===== src/rtl/sv_rr_arbiter.sv =====
// Eight-way round-robin arbiter with registered grant ownership and a
// maximum hold time; drives the shared datapath select and enable.
module sv_rr_arbiter #(
  parameter int unsigned MAX_HOLD = 16
) (
  input  logic       clk,
  input  logic       rst,
  input  logic [7:0] request,
  output logic [7:0] grant_onehot,
  output logic [2:0] grant,
  output logic       valid,
  output logic       timeout
);

  localparam int unsigned NREQ = 8;
  localparam int unsigned IDXW = 3;
  localparam int unsigned CNTW = 8;
  localparam logic [CNTW-1:0] HOLD_LAST = CNTW'(MAX_HOLD - 1);
  localparam logic [NREQ-1:0] ONE_HOT0  = {{(NREQ-1){1'b0}}, 1'b1};

  typedef enum logic {
    IDLE = 1'b0,
    BUSY = 1'b1
  } state_e;

  state_e           state_q;
  logic [IDXW-1:0]  ptr_q;
  logic [IDXW-1:0]  owner_q;
  logic [CNTW-1:0]  hold_cnt_q;
  logic [NREQ-1:0]  grant_onehot_q;
  logic [IDXW-1:0]  grant_q;
  logic             valid_q;
  logic             timeout_q;

  logic             win_found_c;
  logic [IDXW-1:0]  win_idx_c;
  logic [IDXW-1:0]  ptr_d;
  logic [NREQ-1:0]  win_onehot_c;
  logic             expire_c;
  logic             release_c;
  logic [IDXW-1:0]  scan_idx;

  // Rotating-priority scan starting at the favoured index.
  always_comb begin
    win_found_c = 1'b0;
    win_idx_c   = '0;
    scan_idx    = '0;
    for (int i = 0; i < int'(NREQ); i++) begin
      scan_idx = ptr_q + IDXW'(i);
      if (!win_found_c && request[scan_idx]) begin
        win_found_c = 1'b1;
        win_idx_c   = scan_idx;
      end
    end
  end

  always_comb begin
    ptr_d        = win_idx_c + IDXW'(1);
    win_onehot_c = ONE_HOT0 << win_idx_c;
    // A timeout is a forced loss: the owner still wanted the resource.
    expire_c     = (state_q == BUSY) && request[owner_q] && (hold_cnt_q == HOLD_LAST);
    release_c    = (state_q == BUSY) && (!request[owner_q] || (hold_cnt_q == HOLD_LAST));
  end

  always_ff @(posedge clk or posedge rst) begin
    if (rst) begin
      state_q        <= IDLE;
      ptr_q          <= '0;
      owner_q        <= '0;
      hold_cnt_q     <= '0;
      grant_onehot_q <= '0;
      grant_q        <= '0;
      valid_q        <= 1'b0;
      timeout_q      <= 1'b0;
    end else begin
      timeout_q <= expire_c;
      case (state_q)
        IDLE: begin
          if (win_found_c) begin
            state_q        <= BUSY;
            owner_q        <= win_idx_c;
            grant_q        <= win_idx_c;
            grant_onehot_q <= win_onehot_c;
            valid_q        <= 1'b1;
            hold_cnt_q     <= '0;
            ptr_q          <= ptr_d;
          end
        end
        BUSY: begin
          if (!release_c) begin
            hold_cnt_q <= hold_cnt_q + CNTW'(1);
          end else if (win_found_c) begin
            // Back-to-back handover keeps valid high with no idle bubble.
            owner_q        <= win_idx_c;
            grant_q        <= win_idx_c;
            grant_onehot_q <= win_onehot_c;
            valid_q        <= 1'b1;
            hold_cnt_q     <= '0;
            ptr_q          <= ptr_d;
          end else begin
            state_q        <= IDLE;
            grant_q        <= '0;
            grant_onehot_q <= '0;
            valid_q        <= 1'b0;
            hold_cnt_q     <= '0;
          end
        end
        default: state_q <= IDLE;
      endcase
    end
  end

  assign grant_onehot = grant_onehot_q;
  assign grant        = grant_q;
  assign valid        = valid_q;
  assign timeout      = timeout_q;

endmodule


===== config.mk =====
export PLATFORM = sky130hd
export DESIGN_NAME = sv_rr_arbiter
export DESIGN_NICKNAME = d
export VERILOG_FILES = /design/src/rtl/sv_rr_arbiter.sv
export SDC_FILE = /design/constraint.sdc
export NUM_CORES = 1
export LEC_CHECK = 0
export CAP_MARGIN = 20
export CELL_PAD_IN_SITES_DETAIL_PLACEMENT = 1
export CELL_PAD_IN_SITES_GLOBAL_PLACEMENT = 1
export CORE_UTILIZATION = 46
export CTS_BUF_LIST = sky130_fd_sc_hd__clkbuf_8
export CTS_CLUSTER_DIAMETER = 50
export CTS_CLUSTER_SIZE = 10
export DETAILED_ROUTE_END_ITERATION = 10
export PLACE_DENSITY_LB_ADDON = 0.1
export SLEW_MARGIN = 10
export SYNTH_ARGS = -nofsm -noshare
export SYNTH_HDL_FRONTEND = slang
export SYNTH_SLANG_ARGS = --single-unit
export TNS_END_PERCENT = 20

===== constraint.sdc =====
create_clock -name clk -period 5.25 [get_ports clk]
set_input_delay 1.05 -clock clk [delete_from_list [all_inputs] [get_ports clk]]
set_output_delay 1.05 -clock clk [all_outputs]
set_load 0.1 [all_outputs]

==> flow_summary_export.csv <==
group,metric,value,unit
sta,fmaxAchievable,220,MHz
critical_path,cp_slowest_cell,"clkdlybuf4s50_1",
die,die_x,71.3,um
die,num_rows,24,
clocking,cts_resized,0,
cells_and_area,nets,275,
sta,slew_viol_final,0,
sta,fin_tns_setup,0,ps
cells_and_area,area_delta_synth_final,16.7,%
placement,io_buffer_count,22,
clocking,cts_buffers,3,
critical_path,startpoint_type,"primary input",
worst_hold_path,hp-class,"register to register",
logic_synthesis,yosysSeqAreaShare,0.317,
clocking,clock_latency,270,ps
routing,wirelength,5.99,mm
global_route,antenna_found_initial,0,
logic_synthesis,yosysWarnings,0,
cells_and_area,drive_gt1_frac,0.137,
sta,period_needed,4540,ps
critical_path,crit_path_frequent_cell,"or2_1",
sta,rsz0062_at_grt,"no",
die,start_util,0.493,
clocking,postCtsSetupBuffers,0,
placement,gp_congestion,0.800,
critical_path,critPathBufInv,2,
placement,dp.final_hpwl,4.28,mm
logic_synthesis,syn_nets,252,
routing,via_per_inst,6.41,
critical_path,cp_top_family,"simple AND/OR/NAND/NOR gates",
logic_synthesis,synth_top_area_frac,0.317,
cells_and_area,multiInputGateArea,1400,um^2
clocking,cts-root-buf,"clkbuf_8",
die,die_area,5080,um^2
sta,fin_crit_sh,0.865,
critical_path,end_kind,"register",
die,fp.dieH,71.3,um
clocking,clockBufferDepth,2,
critical_path,crit_required,5390,ps
cells_and_area,n_fill_cell,519,
sta,skew,1.94,ps
routing,drc,1,
logic_synthesis,synth-main-ff-cell,"dfrtp_1",
routing,wl_per_cell,19.5,um
critical_path,cpPeakStageDelay,580,ps
logic_synthesis,synthesis.instances,233,
cells_and_area,antenna_cells,0,
clocking,cts_tree,"done",
global_route,grt_pass1_vias,2009,
logic_synthesis,syn_area,2210,um^2
critical_path,path_class,"primary input to register",
global_route,grt_max_degree,29,
cells_and_area,seqCellArea,701,um^2
routing,ant_nets,0,
sta,hold_viol_final,0,
clocking,cts_hold_buf,0,
sta,worst_slew_pin_slew,985,ps
critical_path,crit_path_cell_trace,"clkdlybuf4s50_1 -> mux4_1 -> mux2_2 -> or2_1 -> or2_1 -> or4b_1 -> a31oi_1 -> inv_1 -> ha_1 -> nand2_1 -> o21ai_0",
sta,slew_headroom,0.341,
global_route,track_usage,0.256,
die,core_area,4470,um^2
sta,setup_viol,0,
die,ioPinCount,23,
routing,detail_route.iter0.violations,126,
routing,drt_pass1_iterations,7,
logic_synthesis,ys_top_cells_by_count,"28 x dfrtp_1, 25 x nor2_1, 19 x o21ai_0, 17 x nand2_1",
global_route,grt_overflow,0,
logic_synthesis,yosysTopAreaCell,"dfrtp_1",
logic_synthesis,yosysMostFrequentCell,"dfrtp_1",
logic_synthesis,avgSynthCellArea,9.47,um^2
run_status,status,"finished, violations left",
clocking,clkTransAtPathRegs,90,ps
clocking,cts.htree.levels,1,
run_status,violations,"design-rule violations",
critical_path,arrival,4680,ps
critical_path,critPathMaxFanout,9,
clocking,cts.sinks,28,
logic_synthesis,async_flop_share,1.00,
logic_synthesis,synth_cell_types,51,
logic_synthesis,synth_edf_count,0,
logic_synthesis,synth_seq_cells,28,
global_route,grt_pass1_wl,10.2,mm
routing,vias,1968,
logic_synthesis,synthTopCellsByArea,"dfrtp_1 32%, mux4_2 11%, ha_1 5.1%, mux2_2 4.6%, o21ai_0 4.3%",
flow_run,maxCapViolations,0,
logic make-up after synthesis:
logic type / synth area share
mux: 0.188
xor+xnor: 0.0119
flops: 0.317
simple gates: 0.189
buf+inv: 0.0465
fa+ha+maj: 0.0510
compound gates: 0.196
final timing paths:
check                                     start                     endpoint  slack [ps]  cells past startpoint
setup / recovery                     request[4]         ptr_q[1]$_DFFE_PP0P_         710                     11
hold / removal                valid$_DFFE_PP0P_            valid$_DFFE_PP0P_         480                      2
setup reg to reg           ptr_q[1]$_DFFE_PP0P_         ptr_q[1]$_DFFE_PP0P_         980                     12
hold reg to reg               valid$_DFFE_PP0P_            valid$_DFFE_PP0P_         480                      2
max in group asynchronous                   rst    hold_cnt_q[2]$_DFFE_PP0P_        3850                      3
min in group asynchronous                   rst  grant_onehot[4]$_DFFE_PP0P_        1010                      2
cells in the final DEF (no fill, tap or decap), types with 5 or more instances in the layout:
cell | Yosys | final
nor2_1 | 25 | 25
a32o_1 | 6 | 6
ha_1 | 9 | 9
mux4_2 | 11 | 11
mux2_2 | 9 | 9
nand2_1 | 17 | 17
o21ai_0 | 19 | 19
buf_4 | 0 | 5
o22ai_1 | 5 | 5
inv_1 | 11 | 10
nand2b_1 | 5 | 5
a2111oi_0 | 5 | 5
clkdlybuf4s50_1 | 0 | 22
a21oi_1 | 11 | 11
dfrtp_1 | 28 | 28
through the flow:
stage                     setup slack, ps  hold slack (ps)  area (um^2)  cells   util
after floorplan                      1120              457         2210    233      -
after global placement                547              460         2480    302  0.553
after detailed placement              483              464         2480    302  0.553
after CTS                             772              487         2550    306  0.569
after global routing                  541              512         2570    307  0.576
final                                 709              481         2570    307  0.576
routing by layer:
metal	GRT usage	routed length, um	share of wire	vias to the layer above
met3	0.0394	208	0.035	4
met2	0.437	3080	0.51	45
li1	-	-	-	918
met5	0	0	0	-
met4	0.0311	22	0.0037	0
met1	0.357	2690	0.45	1001
sequential cells by signal (all words and copies together), names as in the netlist:
| name | count |
|---|---|
| grant_onehot | 8 |
| timeout | 1 |
| owner_q | 3 |
| state_q | 1 |
| grant | 3 |
| hold_cnt_q | 8 |
| ptr_q | 3 |
| valid | 1 |
final cells by class:
| type | instances | area share |
|---|---|---|
| tap | 52 | 0.0253 |
| inverter | 13 | 0.0190 |
| timing repair buffer | 28 | 0.111 |
| sequential | 28 | 0.272 |
| multi-input combinational | 182 | 0.545 |
| clock buffer | 3 | 0.0160 |
| clock inverter | 1 | 0.0117 |
worst register-to-register path, cell delays in order, from the launching register on:
cell and delay, ps:
dfrtp_1 360, inv_1 90, ha_1 590, mux4_1 620, mux2_2 300, or2_1 260
or2_1 260, or4b_1 550, a31oi_1 480, inv_1 160, ha_1 330, nand2_1 60
o21ai_0 90
Power is left out: the tool's default activity adds up to more than one toggle a clock period on the data nets, which glitch-free logic cannot reach.
